[src/rtl/lenet5_load_sequencer_pkg.sv]
// Shared types and default sizing for the LeNet-5 load sequencer.
package lenet5_load_sequencer_pkg;

    typedef enum logic [2:0] {
        ST_IDLE,
        ST_LOAD_W,
        ST_LOAD_B,
        ST_LOAD_F,
        ST_RUN,
        ST_DONE
    } seq_state_e;

    localparam int DEF_DATA_BW  = 16;
    localparam int DEF_N_WEIGHT = 3220;
    localparam int DEF_N_BIAS   = 10;
    localparam int DEF_N_FMAP   = 1024;
    localparam int DEF_TIMEOUT  = 65535;

    function automatic int max2(input int a, input int b);
        return (a > b) ? a : b;
    endfunction

    localparam int DEF_CNT_BW = $clog2(
        max2(max2(DEF_N_WEIGHT, DEF_N_FMAP), DEF_TIMEOUT) + 1);

endpackage

[src/rtl/lenet5_beat_counter.sv]
// Wrapping counter with programmable terminal value, clear and enable.
module lenet5_beat_counter #(
    parameter int CNT_BW = 16
) (
    input  logic              clk,
    input  logic              rst,
    input  logic              i_clear,
    input  logic              i_en,
    input  logic [CNT_BW-1:0] i_last,
    output logic              o_tc
);

    logic [CNT_BW-1:0] count_q;
    logic [CNT_BW-1:0] count_d;

    assign o_tc = (count_q == i_last);

    always_comb begin
        count_d = count_q;
        if (i_clear) begin
            count_d = '0;
        end else if (i_en) begin
            count_d = o_tc ? '0 : count_q + 1'b1;
        end
    end

    always_ff @(posedge clk) begin
        if (rst) begin
            count_q <= '0;
        end else begin
            count_q <= count_d;
        end
    end

endmodule

[src/rtl/lenet5_load_sequencer.sv]
// Routes the host word stream into weight, bias and fmap buffers,
// then supervises the engine run and captures its class result.
module lenet5_load_sequencer
    import lenet5_load_sequencer_pkg::*;
#(
    parameter int DATA_BW  = DEF_DATA_BW,
    parameter int N_WEIGHT = DEF_N_WEIGHT,
    parameter int N_BIAS   = DEF_N_BIAS,
    parameter int N_FMAP   = DEF_N_FMAP,
    parameter int TIMEOUT  = DEF_TIMEOUT,
    parameter int CNT_BW   = DEF_CNT_BW
) (
    input  logic               clk,
    input  logic               user_reset,
    input  logic               i_start,
    input  logic               i_reload_w,
    input  logic               i_abort,
    input  logic [DATA_BW-1:0] s_data,
    input  logic               s_valid,
    output logic               s_ready,
    output logic [DATA_BW-1:0] o_data,
    output logic               o_weight_we,
    output logic               o_bias_we,
    output logic               o_fmap_we,
    output logic               o_ce,
    input  logic               i_cls_en,
    input  logic [3:0]         i_cls_result,
    input  logic               i_cls_end,
    output logic [3:0]         o_result,
    output logic               o_busy,
    output logic               o_done,
    output logic               o_err,
    output logic               o_wloaded
);

    localparam logic [CNT_BW-1:0] W_LAST  = CNT_BW'(N_WEIGHT - 1);
    localparam logic [CNT_BW-1:0] B_LAST  = CNT_BW'(N_BIAS - 1);
    localparam logic [CNT_BW-1:0] F_LAST  = CNT_BW'(N_FMAP - 1);
    localparam logic [CNT_BW-1:0] TO_LAST = CNT_BW'(TIMEOUT - 1);

    seq_state_e         state_q, state_d;
    logic [DATA_BW-1:0] data_q, data_d;
    logic               wwe_q, wwe_d;
    logic               bwe_q, bwe_d;
    logic               fwe_q, fwe_d;
    logic               ce_q, ce_d;
    logic [3:0]         result_q, result_d;
    logic               got_q, got_d;
    logic               done_q, done_d;
    logic               err_q, err_d;
    logic               wloaded_q, wloaded_d;

    logic               beat;
    logic               start_ok;
    logic               any_en;
    logic [CNT_BW-1:0]  ld_last;
    logic               ld_tc;
    logic               to_tc;

    assign s_ready = (state_q == ST_LOAD_W) || (state_q == ST_LOAD_B)
                  || (state_q == ST_LOAD_F);
    assign beat     = s_valid && s_ready;
    assign start_ok = i_start
                   && ((state_q == ST_IDLE) || (state_q == ST_DONE));
    assign any_en   = got_q || i_cls_en;

    always_comb begin
        case (state_q)
            ST_LOAD_B: ld_last = B_LAST;
            ST_LOAD_F: ld_last = F_LAST;
            default:   ld_last = W_LAST;
        endcase
    end

    lenet5_beat_counter #(.CNT_BW(CNT_BW)) u_beat_cnt (
        .clk     (clk),
        .rst     (user_reset),
        .i_clear (i_abort || start_ok),
        .i_en    (beat),
        .i_last  (ld_last),
        .o_tc    (ld_tc)
    );

    lenet5_beat_counter #(.CNT_BW(CNT_BW)) u_timeout_cnt (
        .clk     (clk),
        .rst     (user_reset),
        .i_clear (i_abort || (state_q != ST_RUN)),
        .i_en    (state_q == ST_RUN),
        .i_last  (TO_LAST),
        .o_tc    (to_tc)
    );

    always_comb begin
        state_d   = state_q;
        data_d    = data_q;
        wwe_d     = 1'b0;
        bwe_d     = 1'b0;
        fwe_d     = 1'b0;
        result_d  = result_q;
        got_d     = got_q;
        done_d    = done_q;
        err_d     = err_q;
        wloaded_d = wloaded_q;

        if (i_abort) begin
            state_d = ST_IDLE;
            got_d   = 1'b0;
            done_d  = 1'b0;
            err_d   = 1'b0;
            if ((state_q == ST_LOAD_W) || (state_q == ST_LOAD_B)) begin
                wloaded_d = 1'b0;
            end
        end else begin
            if (beat) begin
                data_d = s_data;
                wwe_d  = (state_q == ST_LOAD_W);
                bwe_d  = (state_q == ST_LOAD_B);
                fwe_d  = (state_q == ST_LOAD_F);
            end
            unique case (state_q)
                ST_IDLE, ST_DONE: begin
                    if (start_ok) begin
                        result_d = '0;
                        got_d    = 1'b0;
                        done_d   = 1'b0;
                        err_d    = 1'b0;
                        if (i_reload_w || !wloaded_q) begin
                            state_d   = ST_LOAD_W;
                            wloaded_d = 1'b0;
                        end else begin
                            state_d = ST_LOAD_F;
                        end
                    end
                end
                ST_LOAD_W: begin
                    if (beat && ld_tc) state_d = ST_LOAD_B;
                end
                ST_LOAD_B: begin
                    if (beat && ld_tc) begin
                        state_d   = ST_LOAD_F;
                        wloaded_d = 1'b1;
                    end
                end
                ST_LOAD_F: begin
                    if (beat && ld_tc) state_d = ST_RUN;
                end
                ST_RUN: begin
                    if (i_cls_en) begin
                        result_d = i_cls_result;
                        got_d    = 1'b1;
                    end
                    // End wins over a timeout landing in the same cycle.
                    if (i_cls_end) begin
                        state_d = ST_DONE;
                        done_d  = any_en;
                        err_d   = !any_en;
                    end else if (to_tc) begin
                        state_d = ST_DONE;
                        done_d  = 1'b0;
                        err_d   = 1'b1;
                    end
                end
                default: state_d = ST_IDLE;
            endcase
        end

        ce_d = (state_d == ST_LOAD_W) || (state_d == ST_LOAD_B)
            || (state_d == ST_LOAD_F) || (state_d == ST_RUN);
    end

    always_ff @(posedge clk) begin
        if (user_reset) begin
            state_q   <= ST_IDLE;
            data_q    <= '0;
            wwe_q     <= 1'b0;
            bwe_q     <= 1'b0;
            fwe_q     <= 1'b0;
            ce_q      <= 1'b0;
            result_q  <= '0;
            got_q     <= 1'b0;
            done_q    <= 1'b0;
            err_q     <= 1'b0;
            wloaded_q <= 1'b0;
        end else begin
            state_q   <= state_d;
            data_q    <= data_d;
            wwe_q     <= wwe_d;
            bwe_q     <= bwe_d;
            fwe_q     <= fwe_d;
            ce_q      <= ce_d;
            result_q  <= result_d;
            got_q     <= got_d;
            done_q    <= done_d;
            err_q     <= err_d;
            wloaded_q <= wloaded_d;
        end
    end

    assign o_data      = data_q;
    assign o_weight_we = wwe_q;
    assign o_bias_we   = bwe_q;
    assign o_fmap_we   = fwe_q;
    assign o_ce        = ce_q;
    assign o_result    = result_q;
    assign o_done      = done_q;
    assign o_err       = err_q;
    assign o_wloaded   = wloaded_q;
    assign o_busy      = (state_q != ST_IDLE) && (state_q != ST_DONE);

endmodule

[config.mk]
export PLATFORM = sky130hd
export DESIGN_NAME = lenet5_load_sequencer
export DESIGN_NICKNAME = d
export VERILOG_FILES = /design/src/rtl/lenet5_load_sequencer_pkg.sv /design/src/rtl/lenet5_beat_counter.sv /design/src/rtl/lenet5_load_sequencer.sv
export SDC_FILE = /design/constraint.sdc
export NUM_CORES = 1
export LEC_CHECK = 0
export BUFFER_PORTS_ARGS = -buffer_cell sky130_fd_sc_hd__buf_2
export CORE_MARGIN = 2
export CORE_UTILIZATION = 30
export DETAILED_ROUTE_END_ITERATION = 6
export GPL_TIMING_DRIVEN = 0
export PLACE_DENSITY = 0.6
export REMOVE_ABC_BUFFERS = 1
export SYNTH_ARGS = -nofsm -noshare
export SYNTH_HDL_FRONTEND = slang
export SYNTH_SLANG_ARGS = --single-unit
[constraint.sdc]
create_clock -name clk -period 5.83 [get_ports clk]
set_clock_uncertainty 0.1 [all_clocks]
set_input_delay 0.8745 -clock clk [delete_from_list [all_inputs] [get_ports clk]]
set_output_delay 0.8745 -clock clk [all_outputs]
set_load 0.005 [all_outputs]
# Word level (Yosys, flattened, before mapping)
# Cells that the tools add are included.
# classes
bitwise_logic	2
n_reduce_logical	30
muxes	30
eq_ne	20
addsub	2
# op_table
operator	n
$add 16x1->16 const B	2
$mux 16	2
$pmux 12 s2	1
$mux 3	7
$eq 16x12->1	1
$eq 16x16->1 const B	1
$ne 3x3->1 const B	5
$pmux 3 s5	1
$eq 3x2->1 const B	4
$mux 1	11
$logic_or 1x1->1	10
$eq 3x3->1 const B	3
$mux 4	2
$pmux 1 s2	4
$pmux 4 s2	1
$reduce_or 2->1	4
$eq 3x1->1 const B	2
$reduce_and 3->1	2
$reduce_bool 3->1	2
$reduce_and 5->1	1
$logic_and 1x1->1	4
$ne 2x2->1 const B	2
$reduce_and 4->1	1
$logic_not 3->1	1
8 further kinds	10
# word_totals
inputBits	28
output_inout_bits	29
elab_cells	97
register_bits	63

# Longest topological paths before layout
# Gate-level depths: netlist (run 1).
# logic_depth
ltp_word	12
mapped_depth	8
depth_no_buf	8

# Modules after synthesis
# Synthesis (run 1) repeated with hierarchy kept, for this count alone.
# hier_totals
cells_unflattened	412
area_unflattened_um2	3354.5
# modules_own_cells
module	n_inst	cells_each	area_per_inst_um2
lenet5_beat_counter	2	119	954.7
lenet5_load_sequencer	1	174	1445.1

# Worst setup path before layout (run 1)
# Ideal clock, no wire load.
# synth_path
path_type	in2reg
start	input port i_abort
end	register data_q[10], in the netlist o_data[10]
setup_ps	71
t_arrival_ps	1996
path_buffers	3
setup_slack_ps	3664
cell_stages	6
cell_sequence	clkbuf_1 -> or3_1 -> clkbuf_1 -> clkbuf_1 -> nand2_1 -> a21oi_1
# synth_via
elab_chain_len	2
# synth_rtl
element	line	source
start: declaration	lenet5_load_sequencer.sv:17	input logic i_abort,
$not 1->1 (no source line)	-	
$reduce_and 2->1 (no source line)	-	
end signal: assignment	lenet5_load_sequencer.sv:186	data_q <= data_d;
end: declaration	lenet5_load_sequencer.sv:42	logic [DATA_BW-1:0] data_q, data_d;
# Every way passes these cells.
# A chain may end at the register's enable or synchronous reset.

# Worst setup path after layout (run 1)
# layout_path
start	register state_q[1]
end	register u_beat_cnt.count_q[11]
# layout_via
elab_chain_len	5
word_cells_on_any_way	15
classes_between	eq/ne (5); mux (2); reduce/logical (8)
# layout_rtl
element	line	source
start: declaration	lenet5_load_sequencer.sv:41	seq_state_e state_q, state_d;
start signal: assignment	lenet5_load_sequencer.sv:185	state_q <= state_d;
parallel branches: the longest is 5 deep, another holds $eq 16x12->1	-	
end signal: assignment	lenet5_beat_counter.sv:31	count_q <= count_d;
end: declaration	lenet5_beat_counter.sv:13	logic [CNT_BW-1:0] count_q;
# Several ways; the timed one is not identified.

==> results.tsv, run 1 <==
metric	value	unit
status	finished, final reports clean	
grt_setup_unrepaired	false	
path_max_fanout	16	
worstSetupEndpointType	register	
die_h	101	um
vias	2435	
die-area	10200	um^2
ff2ff_setup_slack	3330	ps
finalHoldViolations	0	
p_per_area	255.4	nW/um^2
ir_worst_vdd	0.00008344	V
fin_nets	415	
syn_inst	329	
ant_nets	0	
grt_use_total	0.1244	
fin_tns_setup	0	ps
synthesis.area	2823	um^2
gp_congestion	0.7762	
tightest_slew	957.0	ps
cp.required	5930	ps
critical_path_class	reg2reg	
ys_types	50	
holdBufCountCts	0	
viasPerCell	4.870	
cts_htree_levels	3	
synth_top_area_frac	0.4468	
port_buffers	56	
hold_ws	353.9	ps
die_x	101	um
grt_max_degree	29	
routed_wl	6.126	mm
drtIter0Drc	101	
grt_pass1_wl	10.18	mm
ios	57	
fmax	0.3999	GHz
dp_hpwl	4.555	mm
startpoint_type	register	
cts_root_buf	clkbuf_8	
cp.arrival	2600	ps
synth_async_sr_flop_share	0	
clkTransAtPathRegs	70	ps
drv_cap	0	
antenna_found_initial	0	
timing.final.crit_share	0.4289	
yosysMostFrequentCell	dfxtp_1	
wl_per_cell	12.25	um
start_util	0.3069	
cts_buffer_depth	2	
diodes	0	
drc_errors	0	
synth-edff-count	0	
numCtsBuffers	9	
post_cts_resized	0	
yosys_most_used_dff	dfxtp_1	
yosysSeqAreaShare	0.4468	
p_leak	0.001305	uW
rows	35	
slew_viol_final	0	
clock-sinks	63	
grt_pass1_vias	2187	
clk_latency	330	ps
maxSlewHeadroom	0.3596	
synth_area_per_cell	8.580	um^2
period_minus_slack	2501	ps
yosys-top-cells-count	dfxtp_1, nand2_1, nor2_1, a21oi_1, xor2_1	
area.growth.synth_to_final	20.30	%
coreArea	9196	um^2
setup_viol	0	
final_util	0.3693	
ys_warn_count	0	
hold_path.class	reg2reg	
synth_top_cell_by_area	dfxtp_1	
drive_above_1_share	0.2211	
tritoncts	built	
synth-seq-cells	63	
ys_top_cells_by_area	dfxtp_1, nand2_1, xor2_1	
cts_setup_buffers	0	
grt_overflow	0	
firstDrtPassIters	4	
path summary, 6_finish.rpt:
check                           startpoint                     end  cells after the start
worst max-delay path            state_q[1]  u_beat_cnt.count_q[11]                      5
worst min-delay path             o_data[8]               o_data[8]                      2
worst max register to register  state_q[1]  u_beat_cnt.count_q[11]                      5
worst min register to register   o_data[8]               o_data[8]                      2
per-layer routing:
layer | vias to the layer above | part of all wire | global-route usage
met2 | 46 | 0.46 | 0.1882
met3 | 6 | 0.047 | 0.04854
li1 | 1245 | - | -
met1 | 1138 | 0.49 | 0.1669
met4 | 0 | 0.0093 | 0.03015
met5 | - | 0 | 0
placed cells by master, fill, tap and decap left out, types with 3 or more instances in the layout:
master and n:
a21oi_1 22, a22oi_1 4, a31oi_1 4, and2_1 3
and3_1 5, and4_1 3, buf_2 56, clkbuf_8 12
clkinvlp_4 3, dfxtp_1 63, ha_1 3, inv_1 5
nand2_1 53, nand2b_1 3, nand3_1 14, nand4_1 9
nor2_1 45, nor2b_1 3, nor3_1 6, nor4_1 4
o21ai_0 3, or3_1 6, xnor2_1 8, xor2_1 21
through the flow:
step                setup WS (ps)  std cells  total power, uW  cell area (um^2)
detailed placement           3340        484            479.1              3178
finish                       3329        500            867.2              3396
global placement             3356        484            478.7              3178
CTS                          3323        500            880.3              3396
global route                 3104        500            904.9              3396
floorplan                    3713        317            458.9              2759
power by group:
group / total (uW) / switching, uW / internal, uW
clock: 398 / 166 / 232
sequential: 435 / 2.59 / 432
combinational: 34.1 / 19.7 / 14.5
area by class of cell:
class	count	area, um^2
fillers	967	5801
multi-input cells	247	1471
flip-flops and latches	63	1261
repair buffers	56	280.3
clock buffers	12	165.2
well taps	111	138.9
clock inverters	4	52.55
inverters	7	26.28
flip-flops by register name, summed over array words and instances, names as in the netlist:
| signal | flops |
|---|---|
| o_done | 1 |
| u_timeout_cnt.count_q | 16 |
| u_beat_cnt.count_q | 16 |
| got_q | 1 |
| o_wloaded | 1 |
| o_weight_we | 1 |
| o_data | 16 |
| o_ce | 1 |
| o_fmap_we | 1 |
| o_err | 1 |
| state_q | 3 |
| o_bias_we | 1 |
| o_result | 4 |
critical path, stage by stage, from the launching register on:
cell and delay [ps]:
dfxtp_1 670, nor3b_2 400, mux2i_1 350, nand3_2 160
o21ai_2 570, nor2_1 110
cell families after synthesis:
family	synth area share
adders and majority gates	0.01330
buffers and inverters	0.03191
DFF	0.4468
AOI/OAI and AO/OA	0.1223
and+or+nand+nor	0.2832
xor gates and xnor gates	0.08998
muxes	0.01241
Note: power is estimated with default switching activity, not from simulation.
==> run 2: changes to the inputs <==
Settings changed: ABC_AREA set to 1, PLACE_DENSITY 0.6 to 0.61.
Clock period 5.83 ns to 2.2 ns, I/O delays scaled along.
==> run 2 against run 1 <==
Effect of this change: clock power up 150%; worst hold slack worse by 240 ps; sequential power rose to 2.6 times the previous value; non-clock buffer count unchanged; maximum frequency up 28%; final cell count up 18%; largest cell class unchanged; first-iteration DRC count down 13%; via count up 11%; total power rose to 2.6 times the previous value; combinational power rose to 2.9 times the previous value; worst setup slack worse by 3100 ps; die area up 1.5%; critical path type unchanged.
==> results.tsv, run 2 <==
metric	value	unit
p_leak	0.001466	uW
power	2247	uW
ff2ff_setup_slack	250	ps
startpoint_type	register	
vias	2691	
dp_hpwl	5.025	mm
firstDrtPassIters	4	
numCtsBuffers	9	
grt_setup_unrepaired	false	
ir_worst_vdd	0.0002838	V
gp_congestion	0.7772	
crit-reg2reg-capture	u_timeout_cnt.count_q[15]	
ys_top_cells_by_area	dfxtp_1, nor2_1, nand2_1	
die_x	101.8	um
viasPerCell	4.553	
diodes	0	
grt_max_degree	21	
grt_pass1_vias	2468	
yosys_most_used_dff	dfxtp_1	
port_buffers	56	
synth-seq-cells	63	
final_area	3476	um^2
grt_use_total	0.1345	
hold_start	s_data[4]	
yosysSeqAreaShare	0.4398	
critPathMaxStageDelay	370	ps
yosysMostFrequentCell	nor2_1	
synth-edff-count	0	
drive_above_1_share	0.2100	
wl_per_cell	11.11	um
synthesis.area	2868	um^2
finalHoldViolations	0	
synth_top_area_frac	0.4398	
rr_worst_depth	8	
slew_viol_final	0	
final_util	0.3762	
hold-path-cell-count	3	
placed_area	3274	um^2
tightest_slew	533.8	ps
holdBufCountCts	0	
drtIter0Drc	88	
synth_async_sr_flop_share	0	
regArea	1262	um^2
place_inst	575	
fillers	983	
routed_wl	6.566	mm
ios	57	
timing.rr.start	state_q[1]	
rows	35	
tritoncts	built	
multi_input_area	1379	um^2
grt_pass1_wl	11.21	mm
yosys-top-cells-count	nor2_1, dfxtp_1, nand2_1, inv_1, o21ai_0	
cts_setup_buffers	0	
start_util	0.3104	
ys_types	39	
worstSetupEndpointType	register	
critical_path_class	reg2reg	
fmax	0.5121	GHz
synth_top_cell_by_area	dfxtp_1	
ant_nets	0	
timing.final.crit_share	0.8875	
clk_latency	340	ps
final_cell_mix	nor2_1, dfxtp_1, nand2_1	
period_minus_slack	1953	ps
p_per_area	646.3	nW/um^2
area.growth.synth_to_final	21.20	%
die-area	10360	um^2
cts_htree_levels	3	
ys_warn_count	0	
clkTransAtPathRegs	70	ps
cp.arrival	2130	ps
grt_overflow	0	
setup_viol	0	
hold_end	o_data[4]	
antenna_found_initial	0	
clock-sinks	63	
path_cells	nor2_4, nand2_1, inv_1, nand2_1, nor2_2, inv_1, a21oi_1, o21a_1	
final_common_cell	nor2_1	
cts_buffer_depth	2	
drv_cap	0	
status	finished, final reports clean	
coreArea	9240	um^2
synth_area_per_cell	7.224	um^2
syn_inst	397	
cp.required	2380	ps
hold_ws	109.4	ps
path_max_fanout	11	
drc_errors	0	
cpMaxStageDelayCell	dfxtp_1	
final_cells	591	
cts_root_buf	clkbuf_8	
hold_path.class	in2reg	
maxSlewHeadroom	0.6438	
die_h	101.8	um
fin_nets	488	
-- run 2: changes by cell type in the layout (fill, tap and decap cells not counted), moves of 16 or more --
cell | before | now
nor2_1 | 45 | 86
xor2_1 | 21 | 5
o21ai_0 | 3 | 30
inv_1 | 5 | 48
-- run 2: logic make-up (layout without fill, tap and decap cells) --
kind of cell | Yosys count | count (layout) | synth area share
xor+xnor | 7 | 7 | 0.02138
fa+ha+maj | 3 | 3 | 0.01309
mux | 1 | 1 | 0.003491
simple gates | 200 | 200 | 0.3159
compound gates | 64 | 64 | 0.1261
flops | 63 | 63 | 0.4398
buf+inv | 59 | 124 | 0.08027
-- run 2: worst max path at each step --
stage | start | endpoint | slack, ps | depth (start not counted)
2_1_floorplan | state_q[2] | o_ce | 400 | 11
3_3_place_gp | state_q[2] | u_timeout_cnt.count_q[15] | -80 | 7
3_5_place_dp | state_q[2] | u_timeout_cnt.count_q[15] | -130 | 7
4_1_cts | state_q[2] | u_timeout_cnt.count_q[15] | 110 | 7
5_1_grt | state_q[1] | u_timeout_cnt.count_q[15] | 40 | 8
6_report | state_q[1] | u_timeout_cnt.count_q[15] | 250 | 8
-- run 2: critical path, delay by kind of cell, from the launching register on --
kind / cells / cell delay, ps
and+or+nand+nor: 4 / 780
buffers and inverters: 2 / 350
AOI/OAI and AO/OA: 2 / 290
DFF: 1 / 370
-- run 2: through the flow --
stage | TNS (ps) | setup WS [ps]
floorplan | 0 | 404.5
global placement | -108.2 | -84.68
detailed placement | -201.2 | -125.7
CTS | 0 | 107.2
global route | 0 | 35.70
finish | 0 | 247.4
-- run 2: layout make-up --
cell class	instances	area share
Sequential cell	63	0.3632
Clock buffer	9	0.03564
Tap cell	129	0.04644
Timing Repair Buffer	56	0.08063
Clock inverter	7	0.02124
Inverter	52	0.05616
Multi-Input combinational cell	275	0.3967
-- run 2: repair_timing --
item | 4_1_cts | 5_1_grt
endpoints found under the setup margin | 3 | 5
gates resized for setup | 1 | 1
gates cloned | 0 | 0
-- run 2: routing by layer --
metal  GRT usage  vias up  wire length [um]
met2      0.2141       47              3148
met5           0        -                 0
li1            -     1396                 -
met1      0.1736     1236              3038
met3     0.02692       12               231
met4     0.06549        0               148
-- run 2: report_power, final --
part	leakage, uW	switching (uW)	internal [uW]
Combinational	0.000859	58.8	38.4
Clock	0.0000992	471	524
Sequential	0.000509	5.20	1150
Total	0.00147	535	1710
